===== src/rtl/serial_adder_ctrl.sv =====
// Bit-serial adder: one shared full-adder cell processes two WIDTH-bit operands
// LSB-first over WIDTH cycles under a start/busy/done handshake.

module Full_Adder (
   input  logic a,
   input  logic b,
   input  logic ci,
   output logic s,
   output logic co
);

   assign s  = a ^ b ^ ci;
   assign co = (a & b) | (ci & (a ^ b));

endmodule

module serial_adder_ctrl #(
   parameter int unsigned WIDTH = 8
) (
   input  logic             clk,
   input  logic             rst,
   input  logic             start,
   input  logic [WIDTH-1:0] a,
   input  logic [WIDTH-1:0] b,
   input  logic             cin,
   output logic             busy,
   output logic             done,
   output logic [WIDTH-1:0] sum,
   output logic             cout
);

   localparam int unsigned CW = $clog2(WIDTH + 1);

   typedef enum logic [1:0] {
      IDLE = 2'b00,
      RUN  = 2'b01,
      DONE = 2'b10
   } state_t;

   generate
      if (WIDTH < 1 || WIDTH > 32) begin : g_width_chk
         $error("serial_adder_ctrl: WIDTH must be in 1..32");
      end
   endgenerate

   state_t           state, state_nxt;
   logic [WIDTH-1:0] sa, sa_nxt;
   logic [WIDTH-1:0] sb, sb_nxt;
   logic [WIDTH-1:0] ps, ps_nxt;
   logic [WIDTH-1:0] ps_shift;
   logic [WIDTH-1:0] sum_nxt;
   logic [CW-1:0]    cnt, cnt_nxt;
   logic             c, c_nxt;
   logic             cout_nxt;
   logic             fa_s, fa_co;

   Full_Adder u_fa (
      .a  (sa[0]),
      .b  (sb[0]),
      .ci (c),
      .s  (fa_s),
      .co (fa_co)
   );

   // New sum bit enters at the MSB so the LSB-first stream lands in place after WIDTH shifts.
   generate
      if (WIDTH == 1) begin : g_ps_one
         assign ps_shift = fa_s;
      end else begin : g_ps_many
         assign ps_shift = {fa_s, ps[WIDTH-1:1]};
      end
   endgenerate

   always_ff @(posedge clk or posedge rst) begin
      if (rst) begin
         state <= IDLE;
         sa    <= '0;
         sb    <= '0;
         ps    <= '0;
         c     <= 1'b0;
         cnt   <= '0;
         sum   <= '0;
         cout  <= 1'b0;
         busy  <= 1'b0;
         done  <= 1'b0;
      end else begin
         state <= state_nxt;
         sa    <= sa_nxt;
         sb    <= sb_nxt;
         ps    <= ps_nxt;
         c     <= c_nxt;
         cnt   <= cnt_nxt;
         sum   <= sum_nxt;
         cout  <= cout_nxt;
         // Flags mirror the next state so they equal a decode of the registered state.
         busy  <= (state_nxt == RUN);
         done  <= (state_nxt == DONE);
      end
   end

   always_comb begin
      state_nxt = state;
      sa_nxt    = sa;
      sb_nxt    = sb;
      ps_nxt    = ps;
      c_nxt     = c;
      cnt_nxt   = cnt;
      sum_nxt   = sum;
      cout_nxt  = cout;

      case (state)
         IDLE: begin
            if (start) begin
               sa_nxt    = a;
               sb_nxt    = b;
               c_nxt     = cin;
               ps_nxt    = '0;
               cnt_nxt   = '0;
               state_nxt = RUN;
            end
         end
         RUN: begin
            sa_nxt  = sa >> 1;
            sb_nxt  = sb >> 1;
            ps_nxt  = ps_shift;
            c_nxt   = fa_co;
            cnt_nxt = cnt + CW'(1);
            if (cnt == CW'(WIDTH - 1)) begin
               sum_nxt   = ps_shift;
               cout_nxt  = fa_co;
               state_nxt = DONE;
            end
         end
         DONE: begin
            state_nxt = IDLE;
         end
         default: begin
            state_nxt = IDLE;
         end
      endcase
   end

   // Handshake sanity: flags are exclusive and done never lasts more than one cycle.
   a_flags_excl : assert property (@(posedge clk) disable iff (rst) !(busy && done));
   a_done_pulse : assert property (@(posedge clk) disable iff (rst) done |=> !done);

endmodule

===== config.mk =====
export PLATFORM = sky130hd
export DESIGN_NAME = serial_adder_ctrl
export DESIGN_NICKNAME = d
export VERILOG_FILES = /design/src/rtl/serial_adder_ctrl.sv
export SDC_FILE = /design/constraint.sdc
export NUM_CORES = 1
export LEC_CHECK = 0
export ABC_AREA = 1
export BUFFER_PORTS_ARGS = -buffer_cell sky130_fd_sc_hd__buf_2
export CELL_PAD_IN_SITES_DETAIL_PLACEMENT = 1
export CELL_PAD_IN_SITES_GLOBAL_PLACEMENT = 1
export CORE_MARGIN = 10
export CORE_UTILIZATION = 44
export CTS_CLUSTER_DIAMETER = 80
export CTS_CLUSTER_SIZE = 14
export DETAILED_ROUTE_END_ITERATION = 8
export HOLD_SLACK_MARGIN = 0.05
export PLACE_DENSITY = 0.8
export SKIP_LAST_GASP = 1
export SLEW_MARGIN = 20
export SYNTH_ARGS = -nofsm -noshare
export SYNTH_HDL_FRONTEND = slang
export SYNTH_SLANG_ARGS = --single-unit

===== constraint.sdc =====
create_clock -name clk -period 3.65 [get_ports clk]
set_input_delay 0.1825 -clock clk [delete_from_list [all_inputs] [get_ports clk]]
set_output_delay 0.1825 -clock clk [all_outputs]
set_load 0.02 [all_outputs]

Yosys cells after proc, flatten, opt, wreduce, memory -nomap -nowiden
Index checks and enable logic that the tools add are counted.
W data, S select, Z words.
{ "word_totals": {"inputBits": 20, "out_inout_bits": 11, "elab_cells": 38, "regBits": 42} }
{ "classes": {"reduce_logical": 4, "bitwise": 5, "n_mux": 13, "n_addsub": 1, "eq_ne": 5} }
{ "op_table": {"columns": ["op", "count"], "rows": [
  ["$pmux W8 S2", 3],
  ["$mux W8", 3],
  ["$pmux W4 S2", 1],
  ["$add A4 B1 Y4 const B", 1],
  ["$eq A2 B1 Y1 const B", 2],
  ["$eq A4 B3 Y1 const B", 1],
  ["$mux W2", 2],
  ["$mux W4", 1],
  ["$pmux W2 S2", 1],
  ["$reduce_and A2 Y1", 2],
  ["$and A1 B1 Y1", 2],
  ["$eq A2 B2 Y1 const B", 1],
  ["$logic_not A2 Y1", 1],
  ["$ne A2 B2 Y1 const B", 1],
  ["$pmux W1 S2", 1],
  ["$reduce_bool A2 Y1", 1],
  ["$xor A1 B1 Y1", 2],
  ["$mux W1", 1],
  ["$or A1 B1 Y1", 1]
]} }

Logic depth before layout (Yosys ltp)
Gate-level depths: netlist of the first run.
{ "depth": {"depth_word": 4, "mapped_depth": 6, "mapped_depth_nobuf": 6} }

Hierarchy
Synthesis of the first run repeated with hierarchy kept, for this count alone.
{ "hier_totals": {"hier_cells": 191, "hier_area_um2": 1719.1} }
{ "by_module_without_submodules": {"columns": ["module", "seq_area_each_um2", "cells_each", "instances", "area_each_um2"], "rows": [
  ["serial_adder_ctrl", 1026.0, 190, 1, 1699.1],
  ["Full_Adder", 0.0, 1, 1, 20.0]
]} }

Worst setup path after synthesis of the first run
Ideal clock, no wire load.
{ "synth_timing": {"path_kind": "register to register", "from": "register cnt[0]", "to": "register sum[6]", "arrival_ns": 1.041, "path_stages_with_launch": 7, "setup_time_ns": 0.116, "required_time_ns": 3.534, "path_slack_ns": 2.493, "synth_period_minus_slack_ns": 1.157, "path_buffers": 0, "path_cell_list": "dfrtp_1 ha_1 nand2_1 nor2_1 nand2_2 nand2_1 nand2_1"} }
{ "synth_via": {"elab_chain_len": 2} }
{ "synth_lines": {"columns": ["element", "line", "text"], "rows": [
  ["from (decl)", "52", "logic [CW-1:0] cnt, cnt_nxt;"],
  ["from (signal assigned)", "92", "cnt <= cnt_nxt;"],
  ["$eq A4 B3 Y1", "128", "if (cnt == CW'(WIDTH - 1)) begin"],
  ["$reduce_and A2 Y1 (no line)", null, null],
  ["to (signal assigned)", "93", "sum <= sum_nxt;"],
  ["to (decl)", "28", "output logic [WIDTH-1:0] sum,"]
]} }
Every way passes these cells.
A chain may end at the register's enable or synchronous reset.

Worst setup path after layout of the first run
{ "layout_timing": {"from": "register state[1]", "to": "register cout"} }
{ "layout_via": {"elab_chain_len": 2} }
{ "layout_lines": {"columns": ["element", "line", "text"], "rows": [
  ["from (decl)", "46", "state_t state, state_nxt;"],
  ["from (signal assigned)", "87", "state <= state_nxt;"],
  ["$eq A2 B1 Y1", "111", "case (state)"],
  ["$reduce_and A2 Y1 (no line)", null, null],
  ["to (signal assigned)", "94", "cout <= cout_nxt;"],
  ["to (decl)", "29", "output logic cout"]
]} }
Every way passes these cells.

==> flow_summary.yaml, run 1 <==
outcome:
  status: "complete, no violations"
worst_setup_path:
  rr_startpoint: "state[1]$_DFF_PP0_"
  worst-endpoint-required_ps: 3820
  worstPathArrival_ps: 1970
  worstReg2RegEnd: "cout$_DFFE_PP0P_"
  worst-path-max-fanout: 34
  critPathSlowestCell: "sky130_fd_sc_hd__inv_2"
  cp_slowest_stage_delay_ps: 460
  reg2regPathDepth: 6
  endpoint_type_of_the_worst_setup_path: "flop"
  critical_path.n_buffers_inverters: 2
  worstPathCellList: "inv_1, nand2_2, inv_2, nand2_2, nand2_1, nand2_1"
  cp_top_family: "simple AND/OR/NAND/NOR gates"
  rrSetupSlack_ps: 1860
  startpoint_type: "flop"
  path_type_of_the_worst_setup_path: "flop to flop"
logic_synthesis:
  synth.area.top_cells: "sky130_fd_sc_hd__dfrtp_1 (59%), sky130_fd_sc_hd__nand2_1 (15%), sky130_fd_sc_hd__nand3_1 (12%)"
  yosys_top_cell_by_area: "sky130_fd_sc_hd__dfrtp_1"
  synth_cell_types: 19
  synth.top_cell.area_share_pct: 59.38
  synth.net_count: 217
  synthesis.instances: 195
  synth.yosys.warnings: 0
  average_footprint_of_a_synthesized_cell_um2: 8.861
  syn-cell-area_mm2: 0.001728
  ys_ff_latch: 41
  sequential_cell_area_fraction_in_the_yosys_report_pct: 59.38
timing:
  timing_worst_slew_pin_value_ps: 701.7
  finalWorstPathRequiredPeriod_ps: 1792
  final_max_slew_viol_count: 0
  rsz_0062_raised_after_global_routing: "false"
  final_min_period_over_clock_period_pct: 49.09
  final.setup.tns_ps: 0
  layout_setup_ws_ps: 1858
  maxClockFrequency_mhz: 558.1
  final_hold_viol_count: 0
  worst_hold_slack_ps: 97.89
  fin_worst_skew_ps: 4.159
  finalSetupViolCount: 0
  max_slew_margin_vs_limit_pct: 53.17
floorplanning:
  core_region_area_mm2: 0.003716
  pin_count: 31
  die-height_um: 82.67
  initial_utilization_pct: 46.50
  row_count: 22
  floorplan.die.width_um: 82.67
  fp.dieArea_mm2: 0.006834
routing:
  dr.first_iter.drc_count: 76
  antenna_violating_nets_post_route: 0
  drt_wl_total_um: 4109
  via_per_inst: 5.172
  wl_per_cell_um: 15.05
  drt_drc_violations_left: 0
  via_count: 1412
  drt_pre_antenna_iters: 4
layout:
  final_core_utilization_pct: 53.54
  layout_filler_cell_count: 461
  layout-drive-gt1-share_pct: 19.11
  area.growth.synth_to_final_pct: 15.13
  design.final.nets: 248
  antenna_cells_inserted: 0
global_route:
  gr-usage-all-layers_pct: 13.27
  grt-ovfl-total: 0
  antenna_violations_before_repair: 0
  first_pass_grt_wire_length_um: 7003
  via_count_of_the_first_global_routing_pass: 1502
  grt_max_degree: 42
power:
  internal_power_mw: 0.9687
  power_density_mw_per_mm2: 820.2
  p_sw_share_pct: 40.64
  power.share.clock_pct: 16.1
  power.share.combinational_pct: 37.0
  sequentialPowerShare_pct: 46.9
  total_switching_power_mw: 0.6631
  static-leakage-power_nw: 1.043
  max-vdd-ir-drop_uv: 309.7
cts:
  numClockSinks: 41
  clock_buffers_created_by_tritoncts: 5
  tritoncts: "yes"
  insertion_delay_ps: 280
  clock_tree.root_cell: "sky130_fd_sc_hd__clkbuf_8"
  cts-htree-levels: 2
  clkSlewWorstSetupHoldPaths_ps: 70
  clk_path_buf_depth: 2
worst_hold_path:
  hp-class: "input port to flop"
  worst_hold_path.num_cells: 3
  holdCritStartpoint: "a[7]"
  timing.hold.worst_endpoint: "sa[7]$_DFFE_PP0P_"
placement:
  port_buffers: 30
  place.gp.congestion: 0.8016
  hpwlAfterDp_um: 2903
  pre_cts_slack_ps: 1852
job:
  drv_cap: 0
## layout make-up
type / instances / area, µm² / share of cell area, %
multi-input cells: 132 / 609.3 / 30.63
clock buffers: 5 / 68.82 / 3.459
repair buffers: 32 / 167.7 / 8.428
inverters: 14 / 52.55 / 2.642
clock inverters: 1 / 5.005 / 0.2516
well taps: 48 / 60.06 / 3.019
flip-flops and latches: 41 / 1026 / 51.57
## power groups by stage
stage                     combinational, mW  sequential [mW]  clock (mW)
after floorplan                       0.389            0.806           0
after global placement                0.582            0.761           0
after detailed placement              0.615            0.767           0
after CTS                             0.617            0.765       0.272
after global routing                  0.698            0.790       0.298
final                                 0.603            0.766       0.262
## metrics by stage
step | cell area, µm² | total power [mW] | cells
final | 1989 | 1.632 | 273
after detailed placement | 1906 | 1.381 | 266
after global routing | 1989 | 1.786 | 273
after floorplan | 1728 | 1.196 | 195
after CTS | 1989 | 1.653 | 273
after global placement | 1906 | 1.343 | 266
## how the worst max path moves through the flow
stage                     slack [ps]                 end                from  cells after the start
after floorplan                 2490  sum[6]$_DFFE_PP0P_  cnt[0]$_DFFE_PP0P_                      6
after global placement          1990  sum[0]$_DFFE_PP0P_  state[1]$_DFF_PP0_                      6
after global routing            1700  sum[4]$_DFFE_PP0P_  state[1]$_DFF_PP0_                      6
after detailed placement        1850    cout$_DFFE_PP0P_  state[1]$_DFF_PP0_                      6
after CTS                       1840    cout$_DFFE_PP0P_  state[1]$_DFF_PP0_                      6
final                           1860    cout$_DFFE_PP0P_  state[1]$_DFF_PP0_                      6
## cells by family (layout without fill, tap and decap cells)
group                    count (synthesis)  after routing  synth area share (%)
AO/OA/AOI/OAI                           11             11                 3.765
AND/OR/NAND/NOR                        119            119                 29.62
buffers and inverters                   22             52                 5.359
adder cells (fa/ha/maj)                  2              2                 1.883
flip-flops                              41             41                 59.38
## placed cells by master (no fill, tap or decap), types with 2 or more instances in the layout
cell type,Yosys,layout
sky130_fd_sc_hd__nand2_1,69,69
sky130_fd_sc_hd__dfrtp_1,41,41
sky130_fd_sc_hd__nand3_1,40,40
sky130_fd_sc_hd__buf_2,2,30
sky130_fd_sc_hd__inv_1,13,13
sky130_fd_sc_hd__clkbuf_8,0,5
sky130_fd_sc_hd__o21ai_0,4,4
sky130_fd_sc_hd__nor2_1,4,4
sky130_fd_sc_hd__o22ai_1,4,4
sky130_fd_sc_hd__nand2_2,3,3
sky130_fd_sc_hd__nor2_2,2,2
sky130_fd_sc_hd__o21bai_1,2,2
## registers in the layout, summed over array words and instances, names as in the netlist
| signal | cells |
|---|---|
| sa | 8 |
| sb | 8 |
| sum | 8 |
| ps | 7 |
| cnt | 4 |
| state | 2 |
| busy | 1 |
| c | 1 |
| cout | 1 |
| done | 1 |
## layer usage
layer / GRT usage (%) / routed length (µm) / vias up
met5: 0 / 0 / -
met4: 3.512 / 34 / 0
met3: 4.644 / 176 / 5
met2: 20.99 / 2004 / 24
met1: 16.87 / 1894 / 699
li1: - / - / 684
## tightest hold or removal path: cells and delay by family
| family | cells | cell delay [ps] |
|---|---|---|
| simple gates | 2 | 90 |
| buf+inv | 1 | 80 |
## cells in the mapped netlist
master,n
sky130_fd_sc_hd__nand2_2,3
sky130_fd_sc_hd__nor2_2,2
sky130_fd_sc_hd__nor2_1,4
sky130_fd_sc_hd__nand2_1,69
sky130_fd_sc_hd__ha_1,1
sky130_fd_sc_hd__buf_6,1
sky130_fd_sc_hd__o21bai_1,2
sky130_fd_sc_hd__inv_1,13
sky130_fd_sc_hd__fa_1,1
sky130_fd_sc_hd__a21oi_1,1
sky130_fd_sc_hd__buf_2,2
sky130_fd_sc_hd__clkbuf_1,3
sky130_fd_sc_hd__nand4_1,1
sky130_fd_sc_hd__nand3_1,40
sky130_fd_sc_hd__o21ai_0,4
sky130_fd_sc_hd__buf_1,2
sky130_fd_sc_hd__inv_2,1
sky130_fd_sc_hd__dfrtp_1,41
sky130_fd_sc_hd__o22ai_1,4
## timing repair
item / in CTS / in global routing
gates resized for setup: 0 / 0
endpoints found under the hold margin: 41 / 0
setup buffers: 0 / 0
hold buffers: 1 / 0
No activity file was read; power rests on OpenSTA's default activity.
==> run 2: changes to the inputs <==
--- a/config.mk
+++ b/config.mk
@@ -10,12 +10,12 @@
 export CELL_PAD_IN_SITES_DETAIL_PLACEMENT = 1
 export CELL_PAD_IN_SITES_GLOBAL_PLACEMENT = 1
 export CORE_MARGIN = 10
-export CORE_UTILIZATION = 44
+export CORE_UTILIZATION = 41
 export CTS_CLUSTER_DIAMETER = 80
 export CTS_CLUSTER_SIZE = 14
 export DETAILED_ROUTE_END_ITERATION = 8
 export HOLD_SLACK_MARGIN = 0.05
-export PLACE_DENSITY = 0.8
+export PLACE_DENSITY = 0.75
 export SKIP_LAST_GASP = 1
 export SLEW_MARGIN = 20
 export SYNTH_ARGS = -nofsm -noshare
==> constraint.sdc (replaced) <==
create_clock -name clk -period 1.7 [get_ports clk]
set_input_delay 0.085 -clock clk [delete_from_list [all_inputs] [get_ports clk]]
set_output_delay 0.085 -clock clk [all_outputs]
set_load 0.02 [all_outputs]
==> flow_summary.yaml, run 2 (synthesized netlist as in run 1, its figures left out) <==
floorplanning:
  row_count: 23
  initial_utilization_pct: 42.89
  die-height_um: 84.92
  fp.dieArea_mm2: 0.007211
  core_region_area_mm2: 0.004029
  pin_count: 31
  floorplan.die.width_um: 84.92
global_route:
  first_pass_grt_wire_length_um: 7721
  gr-usage-all-layers_pct: 12.82
  grt-ovfl-total: 0
  via_count_of_the_first_global_routing_pass: 1657
  grt_max_degree: 42
  antenna_violations_before_repair: 0
timing:
  rsz_0062_raised_after_global_routing: "false"
  finalWorstPathRequiredPeriod_ps: 1478
  final_hold_viol_count: 0
  max_slew_margin_vs_limit_pct: 65.82
  finalSetupViolCount: 0
  final.setup.tns_ps: 0
  maxClockFrequency_mhz: 676.5
  fin_worst_skew_ps: 3.807
  final_min_period_over_clock_period_pct: 86.96
  worst_hold_slack_ps: 265.7
  final_max_slew_viol_count: 0
  timing_worst_slew_pin_value_ps: 512.6
worst_setup_path:
  startpoint_type: "flop"
  path_type_of_the_worst_setup_path: "flop to flop"
  worst-path-max-fanout: 9
  critPathSlowestCell: "sky130_fd_sc_hd__dfrtp_1"
  worst-endpoint-required_ps: 1890
  critical_path.endpoint: "sum[0]$_DFFE_PP0P_"
  endpoint_type_of_the_worst_setup_path: "flop"
  worstPathArrival_ps: 1670
  cp_slowest_stage_delay_ps: 450
  worstReg2RegEnd: "sum[0]$_DFFE_PP0P_"
  reg2regPathDepth: 6
  critical-path-top-cell-by-count: "sky130_fd_sc_hd__nand2_1"
  timing.critical_path.from: "cnt[0]$_DFFE_PP0P_"
  rr_startpoint: "cnt[0]$_DFFE_PP0P_"
  worstPathCellList: "ha_1, nand2_1, nor2_1, nand2_2, nand2_1, nand2_1"
  rrSetupSlack_ps: 220
cts:
  numClockSinks: 41
  tritoncts: "yes"
  insertion_delay_ps: 290
  hold_buffers: 18
  clkSlewWorstSetupHoldPaths_ps: 80
  cts-htree-levels: 2
  post_cts_resized: 0
  clock_buffers_created_by_tritoncts: 5
  clk_path_buf_depth: 2
  post-cts-setup-buffers: 0
  clock_tree.root_cell: "sky130_fd_sc_hd__clkbuf_8"
layout:
  most_used_cells_in_the_layout_excluding_fill_and_tap_cells: "sky130_fd_sc_hd__nand2_1 (69), sky130_fd_sc_hd__dfrtp_1 (41), sky130_fd_sc_hd__nand3_1 (40), sky130_fd_sc_hd__buf_2 (30), sky130_fd_sc_hd__dlygate4sd3_1 (18)"
  layout_filler_cell_count: 484
  area.growth.synth_to_final_pct: 28.46
  design.final.nets: 269
  biggestRegsByFlops: "sa: 8 flops, sb: 8 flops, sum: 8 flops"
  layout-drive-gt1-share_pct: 19.76
  final_common_cell: "sky130_fd_sc_hd__nand2_1"
  antenna_cells_inserted: 0
outcome:
  status: "complete, no violations"
placement:
  hpwlAfterDp_um: 3157
  place.gp.congestion: 0.7462
  port_buffers: 30
routing:
  drt_pre_antenna_iters: 4
  antenna_violating_nets_post_route: 0
  drt_drc_violations_left: 0
  wl_per_cell_um: 14.88
  via_count: 1488
  drt_wl_total_um: 4434
  dr.first_iter.drc_count: 77
  via_per_inst: 4.993
power:
  static-leakage-power_nw: 1.148
  power_density_mw_per_mm2: 1677
  max-vdd-ir-drop_uv: 753.1
job:
  drv_cap: 0
worst_hold_path:
  hp-class: "input port to flop"
-- run 2: cell count changes in the layout (fill, tap and decap cells not counted), sizes merged --
| cell | delta |
|---|---|
| clkbuf | +2 |
| dlygate4sd3 | +17 |
| buf | +4 |
-- run 2: final cells by class --
class	count	area [µm²]	area share, %
Clock buffer	7	96.34	4.340
Clock inverter	1	5.005	0.2255
Inverter	14	52.55	2.368
Multi-Input combinational cell	132	609.3	27.45
Sequential cell	41	1026	46.22
Tap cell	50	62.56	2.818
Timing Repair Buffer	53	367.9	16.57
-- run 2: how the worst min path moves through the flow --
stage / slack, ps / cells after the start / from / to
detailed placement: 250 / 3 / rst / sum[5]$_DFFE_PP0P_
CTS: 260 / 4 / start / cnt[1]$_DFFE_PP0P_
global placement: 230 / 3 / rst / sum[5]$_DFFE_PP0P_
finish: 270 / 4 / start / cnt[1]$_DFFE_PP0P_
floorplan: 190 / 2 / a[7] / sa[7]$_DFFE_PP0P_
global route: 310 / 4 / start / cnt[1]$_DFFE_PP0P_
-- run 2: report_power, final --
group	switching (mW)	internal (mW)
Sequential	0.255	1.38
Clock	0.330	0.367
Combinational	0.896	0.494
Total	1.48	2.24
-- run 2: layer usage --
| layer | GRT usage (%) | share of wire (%) | vias to the layer above |
|---|---|---|---|
| met5 | 0 | 0 | - |
| li1 | - | - | 730 |
| met2 | 22.10 | 48 | 29 |
| met1 | 14.82 | 46 | 727 |
| met4 | 2.246 | 0.52 | 0 |
| met3 | 5.067 | 5.3 | 2 |
-- run 2: worst max-delay path: cells and delay by family (launching register included) --
| kind | cells | cell delay (ps) |
|---|---|---|
| fa+ha+maj | 1 | 230 |
| simple gates | 5 | 690 |
| flops | 1 | 450 |
-- run 2: through the flow --
stage	cell area (µm²)	instances	utilization (%)	power (mW)	worst slack (ps)
finish	2220	298	55.09	3.722	221.7
global route	2220	298	55.09	4.036	98.92
CTS	2220	298	55.09	3.779	210.5
detailed placement	1938	272	48.11	3.044	227.7
global placement	1938	272	48.11	2.912	343.1
floorplan	1728	195	-	2.567	542.7
